`src/rtl/i2c_responder_regfile_if.sv`:
```
// I2C bus wires between an external bus master and the responder.
// The master drives scl/sda_out; the responder answers on sda_in (1 = released).
interface i2c_responder_regfile_if;
    logic scl;
    logic sda_out;
    logic sda_in;

    modport master (output scl, output sda_out, input sda_in);
    modport slave  (input scl, input sda_out, output sda_in);
endinterface

```
`src/rtl/i2c_responder_regfile.sv`:
```
// I2C responder with a byte register bank: address + pointer + data bytes, auto-incrementing pointer.
// The bus is oversampled in the clk domain; host side gets a registered read port and a write strobe.
module i2c_responder_regfile #(
    parameter logic [6:0] DEV_ADDR = 7'h50,
    parameter int         REG_AW   = 3,
    parameter int         SYNC_STG = 2
) (
    input  logic                  clk,
    input  logic                  rst,
    i2c_responder_regfile_if.slave bus,
    input  logic [REG_AW-1:0]     host_addr,
    output logic [7:0]            host_rd_data,
    output logic                  wr_pulse,
    output logic [REG_AW-1:0]     wr_addr,
    output logic [7:0]            wr_data,
    output logic                  busy
);
    localparam int NUM_REGS = 2 ** REG_AW;

    typedef enum logic [3:0] {
        S_IDLE, S_DEV, S_DEV_ACK, S_PTR, S_PTR_ACK,
        S_WDATA, S_WDATA_ACK, S_RDATA, S_RD_ACKCHK, S_WAIT_STOP
    } state_t;

    // Input synchronisers plus one history flop for edge/condition detection
    logic [SYNC_STG-1:0] r_scl_sync, r_sda_sync;
    logic                r_scl_hist, r_sda_hist;
    logic                w_scl, w_sda, w_scl_rise, w_scl_fall, w_start, w_stop;

    always_ff @(posedge clk) begin
        if (rst) begin
            r_scl_sync <= '1;
            r_sda_sync <= '1;
            r_scl_hist <= 1'b1;
            r_sda_hist <= 1'b1;
        end else begin
            r_scl_sync <= {r_scl_sync[SYNC_STG-2:0], bus.scl};
            r_sda_sync <= {r_sda_sync[SYNC_STG-2:0], bus.sda_out};
            r_scl_hist <= r_scl_sync[SYNC_STG-1];
            r_sda_hist <= r_sda_sync[SYNC_STG-1];
        end
    end

    assign w_scl      = r_scl_sync[SYNC_STG-1];
    assign w_sda      = r_sda_sync[SYNC_STG-1];
    assign w_scl_rise = w_scl & ~r_scl_hist;
    assign w_scl_fall = ~w_scl & r_scl_hist;
    assign w_start    = w_scl & r_scl_hist & r_sda_hist & ~w_sda;
    assign w_stop     = w_scl & r_scl_hist & ~r_sda_hist & w_sda;

    state_t            r_state, w_state_nxt;
    logic [7:0]        r_shift, w_shift_nxt;
    logic [3:0]        r_bit_cnt, w_bit_cnt_nxt;
    logic [REG_AW-1:0] r_ptr, w_ptr_nxt;
    logic              r_rw, w_rw_nxt;
    logic              r_sda, w_sda_nxt;
    logic              r_busy, w_busy_nxt;
    logic              w_we;
    logic [7:0]        w_byte, w_rd_byte;
    logic [7:0]        r_regs [NUM_REGS];

    assign w_byte    = {r_shift[6:0], w_sda};
    assign w_rd_byte = r_regs[r_ptr];

    // NOTE: every always_comb output gets a default first, so no path leaves a latch behind.
    always_comb begin
        w_state_nxt   = r_state;
        w_shift_nxt   = r_shift;
        w_bit_cnt_nxt = r_bit_cnt;
        w_ptr_nxt     = r_ptr;
        w_rw_nxt      = r_rw;
        w_sda_nxt     = r_sda;
        w_busy_nxt    = r_busy;
        w_we          = 1'b0;

        if (w_stop) begin
            w_state_nxt   = S_IDLE;
            w_sda_nxt     = 1'b1;
            w_busy_nxt    = 1'b0;
            w_bit_cnt_nxt = 4'd0;
        end else if (w_start) begin
            w_state_nxt   = S_DEV;
            w_sda_nxt     = 1'b1;
            w_bit_cnt_nxt = 4'd0;
        end else begin
            unique case (r_state)
                S_IDLE, S_WAIT_STOP: ;
                S_DEV, S_PTR, S_WDATA: begin
                    if (w_scl_rise) begin
                        w_shift_nxt   = w_byte;
                        w_bit_cnt_nxt = r_bit_cnt + 4'd1;
                        if (r_bit_cnt == 4'd7) begin
                            w_bit_cnt_nxt = 4'd0;
                            if (r_state == S_DEV) begin
                                if (w_byte[7:1] == DEV_ADDR) begin
                                    w_rw_nxt    = w_byte[0];
                                    w_busy_nxt  = 1'b1;
                                    w_state_nxt = S_DEV_ACK;
                                end else begin
                                    w_busy_nxt  = 1'b0;
                                    w_state_nxt = S_WAIT_STOP;
                                end
                            end else if (r_state == S_PTR) begin
                                w_ptr_nxt   = w_byte[REG_AW-1:0];
                                w_state_nxt = S_PTR_ACK;
                            end else begin
                                w_we        = 1'b1;
                                w_ptr_nxt   = r_ptr + 1'b1;
                                w_state_nxt = S_WDATA_ACK;
                            end
                        end
                    end
                end
                // First falling edge pulls SDA low for the ACK; the second one ends the ACK bit
                S_DEV_ACK, S_PTR_ACK, S_WDATA_ACK: begin
                    if (w_scl_fall) begin
                        if (r_bit_cnt == 4'd0) begin
                            w_sda_nxt     = 1'b0;
                            w_bit_cnt_nxt = 4'd1;
                        end else begin
                            w_sda_nxt     = 1'b1;
                            w_bit_cnt_nxt = 4'd0;
                            if (r_state == S_DEV_ACK && r_rw) begin
                                w_state_nxt = S_RDATA;
                                w_shift_nxt = w_rd_byte;
                                w_sda_nxt   = w_rd_byte[7];
                            end else if (r_state == S_DEV_ACK) begin
                                w_state_nxt = S_PTR;
                            end else begin
                                w_state_nxt = S_WDATA;
                            end
                        end
                    end
                end
                S_RDATA: begin
                    if (w_scl_rise) begin
                        w_bit_cnt_nxt = r_bit_cnt + 4'd1;
                    end else if (w_scl_fall) begin
                        if (r_bit_cnt == 4'd8) begin
                            w_sda_nxt     = 1'b1;
                            w_ptr_nxt     = r_ptr + 1'b1;
                            w_bit_cnt_nxt = 4'd0;
                            w_state_nxt   = S_RD_ACKCHK;
                        end else begin
                            w_shift_nxt = {r_shift[6:0], 1'b0};
                            w_sda_nxt   = r_shift[6];
                        end
                    end
                end
                S_RD_ACKCHK: begin
                    if (w_scl_rise) begin
                        if (w_sda) begin
                            w_busy_nxt  = 1'b0;
                            w_state_nxt = S_WAIT_STOP;
                        end else begin
                            w_bit_cnt_nxt = 4'd1;
                        end
                    end else if (w_scl_fall && r_bit_cnt == 4'd1) begin
                        w_bit_cnt_nxt = 4'd0;
                        w_shift_nxt   = w_rd_byte;
                        w_sda_nxt     = w_rd_byte[7];
                        w_state_nxt   = S_RDATA;
                    end
                end
                default: w_state_nxt = S_IDLE;
            endcase
        end
    end

    // NOTE: sequential state uses non-blocking assignments only, so every flop sees pre-edge values.
    always_ff @(posedge clk) begin
        if (rst) begin
            r_state   <= S_IDLE;
            r_shift   <= '0;
            r_bit_cnt <= '0;
            r_ptr     <= '0;
            r_rw      <= 1'b0;
            r_sda     <= 1'b1;
            r_busy    <= 1'b0;
        end else begin
            r_state   <= w_state_nxt;
            r_shift   <= w_shift_nxt;
            r_bit_cnt <= w_bit_cnt_nxt;
            r_ptr     <= w_ptr_nxt;
            r_rw      <= w_rw_nxt;
            r_sda     <= w_sda_nxt;
            r_busy    <= w_busy_nxt;
        end
    end

    logic              r_wr_pulse;
    logic [REG_AW-1:0] r_wr_addr;
    logic [7:0]        r_wr_data;
    logic [7:0]        r_host_rd;

    // NOTE: the bank is small and must read back as zero after reset, so it is built from resettable flops, not RAM.
    always_ff @(posedge clk) begin
        if (rst) begin
            for (int i = 0; i < NUM_REGS; i++) r_regs[i] <= '0;
            r_wr_pulse <= 1'b0;
            r_wr_addr  <= '0;
            r_wr_data  <= '0;
            r_host_rd  <= '0;
        end else begin
            r_wr_pulse <= w_we;
            r_host_rd  <= r_regs[host_addr];
            if (w_we) begin
                r_regs[r_ptr] <= w_byte;
                r_wr_addr     <= r_ptr;
                r_wr_data     <= w_byte;
            end
        end
    end

    assign bus.sda_in   = r_sda;
    assign busy         = r_busy;
    assign wr_pulse     = r_wr_pulse;
    assign wr_addr      = r_wr_addr;
    assign wr_data      = r_wr_data;
    assign host_rd_data = r_host_rd;
endmodule

```
`src/flat_wrapper.sv`:
```
// flat-port wrapper written by rule: the top's interface ports become plain ports
module i2c_responder_regfile_flat 
#(
    parameter logic [6:0] DEV_ADDR = 7'h50,
    parameter int         REG_AW   = 3,
    parameter int         SYNC_STG = 2
)
  (clk, rst, host_addr, host_rd_data, wr_pulse, wr_addr, wr_data, busy, bus_scl, bus_sda_out, bus_sda_in);
  i2c_responder_regfile_if bus_i ();
  input  logic clk;
  input  logic rst;
  input  logic [REG_AW-1:0] host_addr;
  output logic [7:0] host_rd_data;
  output logic wr_pulse;
  output logic [REG_AW-1:0] wr_addr;
  output logic [7:0] wr_data;
  output logic busy;
  input wire logic [$bits(bus_i.scl)-1:0] bus_scl;
  input wire logic [$bits(bus_i.sda_out)-1:0] bus_sda_out;
  output wire logic [$bits(bus_i.sda_in)-1:0] bus_sda_in;
  assign bus_i.scl = bus_scl;
  assign bus_i.sda_out = bus_sda_out;
  assign bus_sda_in = bus_i.sda_in;
  i2c_responder_regfile #(.DEV_ADDR(DEV_ADDR), .REG_AW(REG_AW), .SYNC_STG(SYNC_STG)) u_core (.clk(clk), .rst(rst), .bus(bus_i), .host_addr(host_addr), .host_rd_data(host_rd_data), .wr_pulse(wr_pulse), .wr_addr(wr_addr), .wr_data(wr_data), .busy(busy));
endmodule
```
`config.mk`:
```
export PLATFORM = sky130hd
export DESIGN_NAME = i2c_responder_regfile_flat
export DESIGN_NICKNAME = d
export VERILOG_FILES = /design/src/rtl/i2c_responder_regfile_if.sv /design/src/rtl/i2c_responder_regfile.sv /design/src/flat_wrapper.sv
export SDC_FILE = /design/constraint.sdc
export NUM_CORES = 1
export LEC_CHECK = 0
export CORE_MARGIN = 1.5
export CORE_UTILIZATION = 35
export DETAILED_ROUTE_END_ITERATION = 8
export GPL_TIMING_DRIVEN = 1
export SYNTH_ARGS = -nofsm -noshare
export SYNTH_HDL_FRONTEND = slang
export SYNTH_SLANG_ARGS = --single-unit
```
`constraint.sdc`:
```
create_clock -name clk -period 2.5 [get_ports clk]
set_input_delay 0.5 -clock clk [delete_from_list [all_inputs] [get_ports clk]]
set_output_delay 0.5 -clock clk [all_outputs]
set_load 0.03 [all_outputs]
```
### Word level (Yosys, flattened, before mapping)

Memories as Yosys holds them, arrays and structs flattened. A register that Yosys moved wholly into a read port is not among the register bits.
Index checks and enable logic that the tools add are counted.

* logic and storage cells: 176
* input bits: 7
* memories kept: 1
* bits in registers: 39
* output and inout bits: 22
* memory bits (writable): 64

* reductions and logical operators: 22
* bitwise gates (word level): 14
* $add $sub $neg: 2
* equality and inequality tests: 43
* muxes and demuxes: 79

Memory list
* u_core.r_regs: words 8, width 8, read ports 2, clocked after memory_dff 2, wr ports 8, RTL line i2c_responder_regfile.sv:60 `logic [7:0] r_regs [NUM_REGS];`

Operator list (number)
* 4-bit two-way mux: 22
* 7-bit two-way mux: 9
* 3-bit two-way mux: 11
* 1-bit two-way mux: 29
* 7-bit case mux with 4 select lines: 1
* 3-bit by 1-bit != test with 1-bit output, second input constant: 8
* 2-bit by 1-bit != test with 1-bit output, second input constant: 11
* 7-bit AND reduction: 3
* 4-bit by 3-bit equality test with 1-bit output, second input constant: 5
* 4-bit case mux with 5 select lines: 1
* 10-bit AND reduction: 2
* 4-bit case mux with 4 select lines: 1
* 4-bit equality test, second input constant: 3
* 12-bit AND reduction: 1
* 2-bit != test, second input constant: 5
* 9-bit AND reduction: 1
* 3-bit OR reduction: 3
* 4-bit by 1-bit equality test with 1-bit output, second input constant: 2
* 4-bit by 2-bit equality test with 1-bit output, second input constant: 2
* 4-bit zero test: 2
* 8-bit two-way mux: 1
* 8-bit OR reduction: 1
* 1-bit AND: 7
* 7-bit equality test, second input constant: 1
* other kinds (17): 28

### Logic depth before layout (Yosys ltp)

Gate-level depths: netlist (run 1).

* depth after elaboration: 13
* gate-level depth with buffers: 8
* depth with buffers taken out: 7

### Worst setup path before layout (run 1)

No wires, ideal clock.

* path kind: reg2reg
* from: reg u_core.r_bit_cnt[0]
* to: mem u_core.r_regs[0][0] (enable)
* library setup time: 0.329 ns
* required time: 2.171 ns
* buffers on the path: 1
* period minus slack after synthesis: 2.346 ns
* path slack: 0.154 ns
* data arrival time: 2.017 ns
* stages on the path, launching flop included: 8
* path through: dfxtp_1 -> ha_1 -> and3b_1 -> nand2_2 -> or3_1 -> buf_6 -> nor4b_4 -> or2_1

RTL lines
* start: declaration: RTL line i2c_responder_regfile.sv:53 `logic [3:0] r_bit_cnt, w_bit_cnt_nxt;`
* start signal: assignment: RTL line i2c_responder_regfile.sv:183 `r_bit_cnt <= w_bit_cnt_nxt;`
* end: declaration: RTL line i2c_responder_regfile.sv:60

==> impl_metrics.ini, run 1 <==
[worst_setup_path]
criticalPathCategory = flop to flop
cp-end-kind = flop
worstPathMaxFanout = 8
cpPeakStageDelay_ns = 0.57
cp-start-kind = flop
crit_path_top_delay_cell = or3_1
arrival_ns = 2.47
critPathRequiredTime_ns = 2.60
path_cells = ha_1 > and3b_1 > nand2_2 > or3_1 > nor3_2 > or2_2

[power_and_ir_drop]
power_frac_clock_pct = 45.3
p_seq_share_pct = 41.7
p_switching_uw = 1270
p_sw_share_pct = 25.1
power.leakage_uw = 0.00256
vdd_drop_max_uv = 472
internal-power_uw = 3790
pwr-share-comb_pct = 13.0
power_density_nw_per_um2 = 698

[sta]
hold_viol_final = 0
skew_ns = 0.0103
post-route-period-util_pct = 94.7
worstMarginPinSlew_ns = 0.747
slew_viol_final = 0
setup_viol = 0
fmax_mhz = 422
setup_tns_ns = 0
grt_setup_unrepaired = no
hold_ws_ns = 0.407
slew_headroom_pct = 50.2
period_minus_slack_ns = 2.37

[route]
wl_um = 15100
drt-initial-drc-count = 280
first_pass_iters = 4
top_layer = met4
met1_length_um = 6410
viasPerCell = 5.36
wl_met2_um = 7620
wire_per_inst_um = 19.1
drc_errors = 0
dr_wl_met3_um = 810
route.vias.total = 4242
postRouteAntennaNets = 0

[synth]
ys_seq_area_share_pct = 48.9
ys_ff_latch = 114
synth_top_area_share_pct = 32.2
synth_top_area_cell = edfxtp_1
synth-edff-count = 64
syn_avg_cell_area_um2 = 11.7
ys_warn_count = 0
syn-cell-area_um2 = 5980
synth_common_cells = and2_1 (65), edfxtp_1 (64), dfxtp_1 (50), nand2_1 (40), mux4_2 (32)
syn-num-nets = 521
ys_types = 67
ys_dominant_reg_cell = edfxtp_1
synth.most_common_cell = and2_1
syn_inst = 510
synthArstFlopShare_pct = 0
synth_area_leaders = edfxtp_1 (32%), dfxtp_1 (17%), mux4_2 (12%)

[placed_design]
io_buffers = 28
place_congestion = 0.893
dpl.hpwl_um = 10800

[floorplan]
chipWidth_um = 134
die-area_um2 = 17900
core.rowCount = 47
coreArea_um2 = 16600
ioPinCount = 29
start_util_pct = 35.9
fp.dieH_um = 134

[finish]
fill_cells = 1518
syn_to_final_growth_pct = 21.4
final_nets = 570
antenna_cells = 0
layout-drive-gt1-share_pct = 24.7

[global_routing]
grt_pass1_vias = 4334
grt_max_degree = 22
track_usage_pct = 18.0
grt_pass1_wl_um = 24100
antenna_found_initial = 0
grt_overflow_total = 0

[cts]
tritoncts = yes
h-tree-depth = 4
root_buffer = clkbuf_16
cts_setup_buffers = 0
cts.sink_count = 114
cts_hold_buf = 0
ctsResizeCount = 0
clkLatencyLatePin_ns = 0.42
clk_pin_slew_ns = 0.05
cts_buffers = 17
cts_buffer_depth = 2

[flow_run]
maxCapViolCount = 0

[worst_hold_path]
hp-class = flop to flop

[status]
status = completed
[worst max-delay path: cells and delay by family, from the launching register on]
| family | cells | cell delay (ns) |
|---|---|---|
| DFF | 1 | 0.38 |
| adders and majority gates | 1 | 0.19 |
| and+or+nand+nor | 5 | 1.48 |
[sequential cells by signal (all words and copies together) (netlist names), 3 cells and up, named ones only]
| register | cells |
|---|---|
| u_core.r_regs | 64 |
| u_core.wr_data | 8 |
| u_core.wr_addr | 3 |
| u_core.host_rd_data | 8 |
| u_core.r_shift | 7 |
| u_core.r_bit_cnt | 4 |
| u_core.r_ptr | 3 |
| u_core.r_state | 4 |
[final timing paths]
path / from / depth (start not counted) / slack [ns] / endpoint
setup reg to reg: u_core.r_bit_cnt[1] / 6 / 0.13 / u_core.r_regs[5][6]
hold / removal: u_core.r_sda_sync[0] / 1 / 0.41 / u_core.r_sda_sync[1]
setup / recovery: u_core.r_bit_cnt[1] / 6 / 0.13 / u_core.r_regs[5][6]
hold reg to reg: u_core.r_sda_sync[0] / 1 / 0.41 / u_core.r_sda_sync[1]
[power groups by stage]
stage                     combinational, uW  sequential (uW)  clock, uW
after global placement                  639             2150          0
after global routing                    709             2120       2410
after detailed placement                649             2150          0
final                                   660             2110       2290
after floorplan                         452             2150          0
after CTS                               652             2110       2320
[final cells by class]
type                       instances  area (um2)  share of cell area [%]
timing repair buffer              70         621                    8.55
inverter                           5        18.8                   0.259
clock inverter                     7        45.0                   0.621
multi-input combinational        351        2850                    39.2
clock buffer                      25         528                    7.28
tap                              220         275                    3.79
sequential                       114        2920                    40.3
[cells in the final DEF, fill, tap and decap left out, types with 4 or more instances in the layout]
master / n
clkbuf_16: 19
o21ai_0: 17
or2_2: 12
a21oi_1: 24
mux4_2: 32
nand3_1: 6
or3_1: 9
mux2_2: 8
nor2b_1: 4
a31oi_1: 4
and2_1: 65
ha_1: 4
buf_4: 40
edfxtp_1: 64
nor3_1: 8
inv_1: 5
dfxtp_1: 50
nand2b_1: 5
nor2_1: 24
mux2i_1: 21
clkdlybuf4s50_1: 28
nand2_1: 40
[per-stage QoR]
step / setup WS [ns] / power [uW] / instances / util, % / instance area [um2]
2_1_floorplan: 0.154 / 2610 / 510 / - / 5980
3_3_place_gp: 0.101 / 2780 / 760 / 40.1 / 6680
3_5_place_dp: 0.0286 / 2800 / 760 / 40.1 / 6680
4_1_cts: 0.0243 / 5090 / 792 / 43.6 / 7250
5_1_grt: 0.0186 / 5240 / 792 / 43.6 / 7260
6_report: 0.132 / 5070 / 792 / 43.6 / 7260
[cell families (layout without fill, tap and decap cells)]
family                   Yosys count  in the layout  share of synthesized area (%)
AND/OR/NAND/NOR                  208            208                           21.0
flip-flops                       114            114                           48.9
AO/OA/AOI/OAI                     77             77                           8.50
multiplexers                      61             61                           17.1
buffers and inverters             45            107                           3.54
adder cells (fa/ha/maj)            4              4                          0.838
XOR/XNOR                           1              1                          0.147
[per-layer routing]
layer / GRT usage [%] / vias up
met5: 0 / -
met4: 6.58 / 0
met3: 4.60 / 21
met2: 30.9 / 145
met1: 22.0 / 2073
li1: - / 2003
No activity file was read; power rests on OpenSTA's default activity.
==> run 2, diff against run 1 <==
- CORE_UTILIZATION: 35 -> 40
==> run 2 against run 1 <==
Compared with the run above: die area fell by 12%; maximum frequency up 3.2%; non-clock buffer count up 1; sequential share of layout area up 0.27 points; first-iteration DRC count up 85%; utilization is 6.0 points higher.
==> impl_metrics.ini, run 2 (synthesis results as in run 1) <==
[sta]
fmax_mhz = 436
grt_setup_unrepaired = no
setup_ws_ns = 0.207
hold_viol_final = 0
post-route-period-util_pct = 91.7
worstMarginPinSlew_ns = 0.779
slew_headroom_pct = 48.0
skew_ns = 0.00881
slew_viol_final = 0
period_minus_slack_ns = 2.29
setup_viol = 0

[placed_design]
place_congestion = 0.917
pre_cts_ws_ns = -0.0525
dpl.hpwl_um = 10400
io_buffers = 28
dpl.cell_count = 725

[finish]
fill_cells = 1337
multiInputGateArea_um2 = 2870
syn_to_final_growth_pct = 20.6
top_register = u_core.r_regs
final_nets = 571
antenna_cells = 0
largest_reg_flops = 64
post-route-util_pct = 49.6
final_cell_mix = and2_1 (65), edfxtp_1 (64), dfxtp_1 (50), nand2_1 (40), buf_4 (40)
layout-drive-gt1-share_pct = 25.0
instances_no_fill = 756
regArea_um2 = 2920
mostFrequentLayoutCell = and2_1

[floorplan]
ioPinCount = 29
core.rowCount = 44
coreArea_um2 = 14500
die-area_um2 = 15700
start_util_pct = 41.1
chipWidth_um = 125
fp.dieH_um = 125

[route]
viasPerCell = 5.63
wire_per_inst_um = 19.7
drt-initial-drc-count = 518
drc_errors = 0
wl_um = 14900
route.vias.total = 4260
postRouteAntennaNets = 0
first_pass_iters = 5

[cts]
cts_setup_buffers = 0
clkLatencyLatePin_ns = 0.42
clk_pin_slew_ns = 0.05
cts_buffer_depth = 2
cts.sink_count = 114
root_buffer = clkbuf_16
tritoncts = yes
cts_buffers = 17
h-tree-depth = 4
cts_hold_buf = 0

[power_and_ir_drop]
power.leakage_uw = 0.00255
power_density_nw_per_um2 = 686
vdd_drop_max_uv = 453

[worst_hold_path]
hp-class = flop to flop

[worst_setup_path]
critPathRequiredTime_ns = 2.83
criticalPathCategory = flop to flop
worstPathMaxFanout = 6
cp-end-kind = flop
cp-start-kind = flop
arrival_ns = 2.63

[global_routing]
antenna_found_initial = 0
grt_pass1_vias = 4271
grt_overflow_total = 0
grt_pass1_wl_um = 23700
track_usage_pct = 19.9
grt_max_degree = 26

[status]
status = completed

[flow_run]
maxCapViolCount = 0
[run 2: final timing paths]
| kind | slack (ns) | end | from | cells past startpoint |
|---|---|---|---|---|
| worst max register to register | 0.21 | flop | u_core.r_bit_cnt[0] | 8 |
| worst min-delay path | 0.41 | u_core.r_scl_sync[1] | u_core.r_scl_sync[0] | 1 |
| worst max-delay path | 0.21 | flop | u_core.r_bit_cnt[0] | 8 |
| worst min register to register | 0.41 | u_core.r_scl_sync[1] | u_core.r_scl_sync[0] | 1 |
[run 2: per-layer routing]
layer,global-route usage (%),vias to the layer above,wire [um],part of all wire (%)
met5,0,-,0,0
met4,8.42,0,325,2.2
met3,3.89,21,793,5.3
met2,31.9,141,7240,49
met1,26.5,2102,6530,44
li1,-,1996,-,-
[run 2: power by group]
group	switching, uW	internal [uW]
Combinational	372	286
Clock	825	1340
Sequential	59.9	2060
Total	1260	3680
[run 2: final cells by class]
| type | instances | area share [%] |
|---|---|---|
| flip-flops and latches | 114 | 40.5 |
| multi-input cells | 351 | 39.8 |
| repair buffers | 71 | 8.89 |
| clock buffers | 19 | 6.01 |
| well taps | 184 | 3.19 |
| clock inverters | 12 | 1.30 |
| inverters | 5 | 0.260 |
[run 2: stage by stage]
step | TNS, ns | total power [uW] | cell area (um2) | hold slack, ns
detailed placement | -0.612 | 2800 | 6650 | 0.398
floorplan | 0 | 2610 | 5980 | 0.389
global route | 0 | 5120 | 7210 | 0.420
finish | 0 | 4940 | 7210 | 0.406
CTS | 0 | 4970 | 7190 | 0.411
global placement | 0 | 2790 | 6650 | 0.393
[run 2: what timing repair did]
action | in CTS | in global routing
pin swaps | 0 | 0
gates cloned | 0 | 0
setup endpoints to repair | 16 | 16
resized for setup | 2 | 4
[run 2: critical path, stage by stage, from the launching register on]
cell      delay, ns
dfxtp_1        0.33
buf_4          0.14
inv_1          0.04
ha_1           0.22
and3b_1        0.24
nor3b_1        0.19
o311ai_1       0.63
o21ai_0        0.21
a21oi_1        0.21
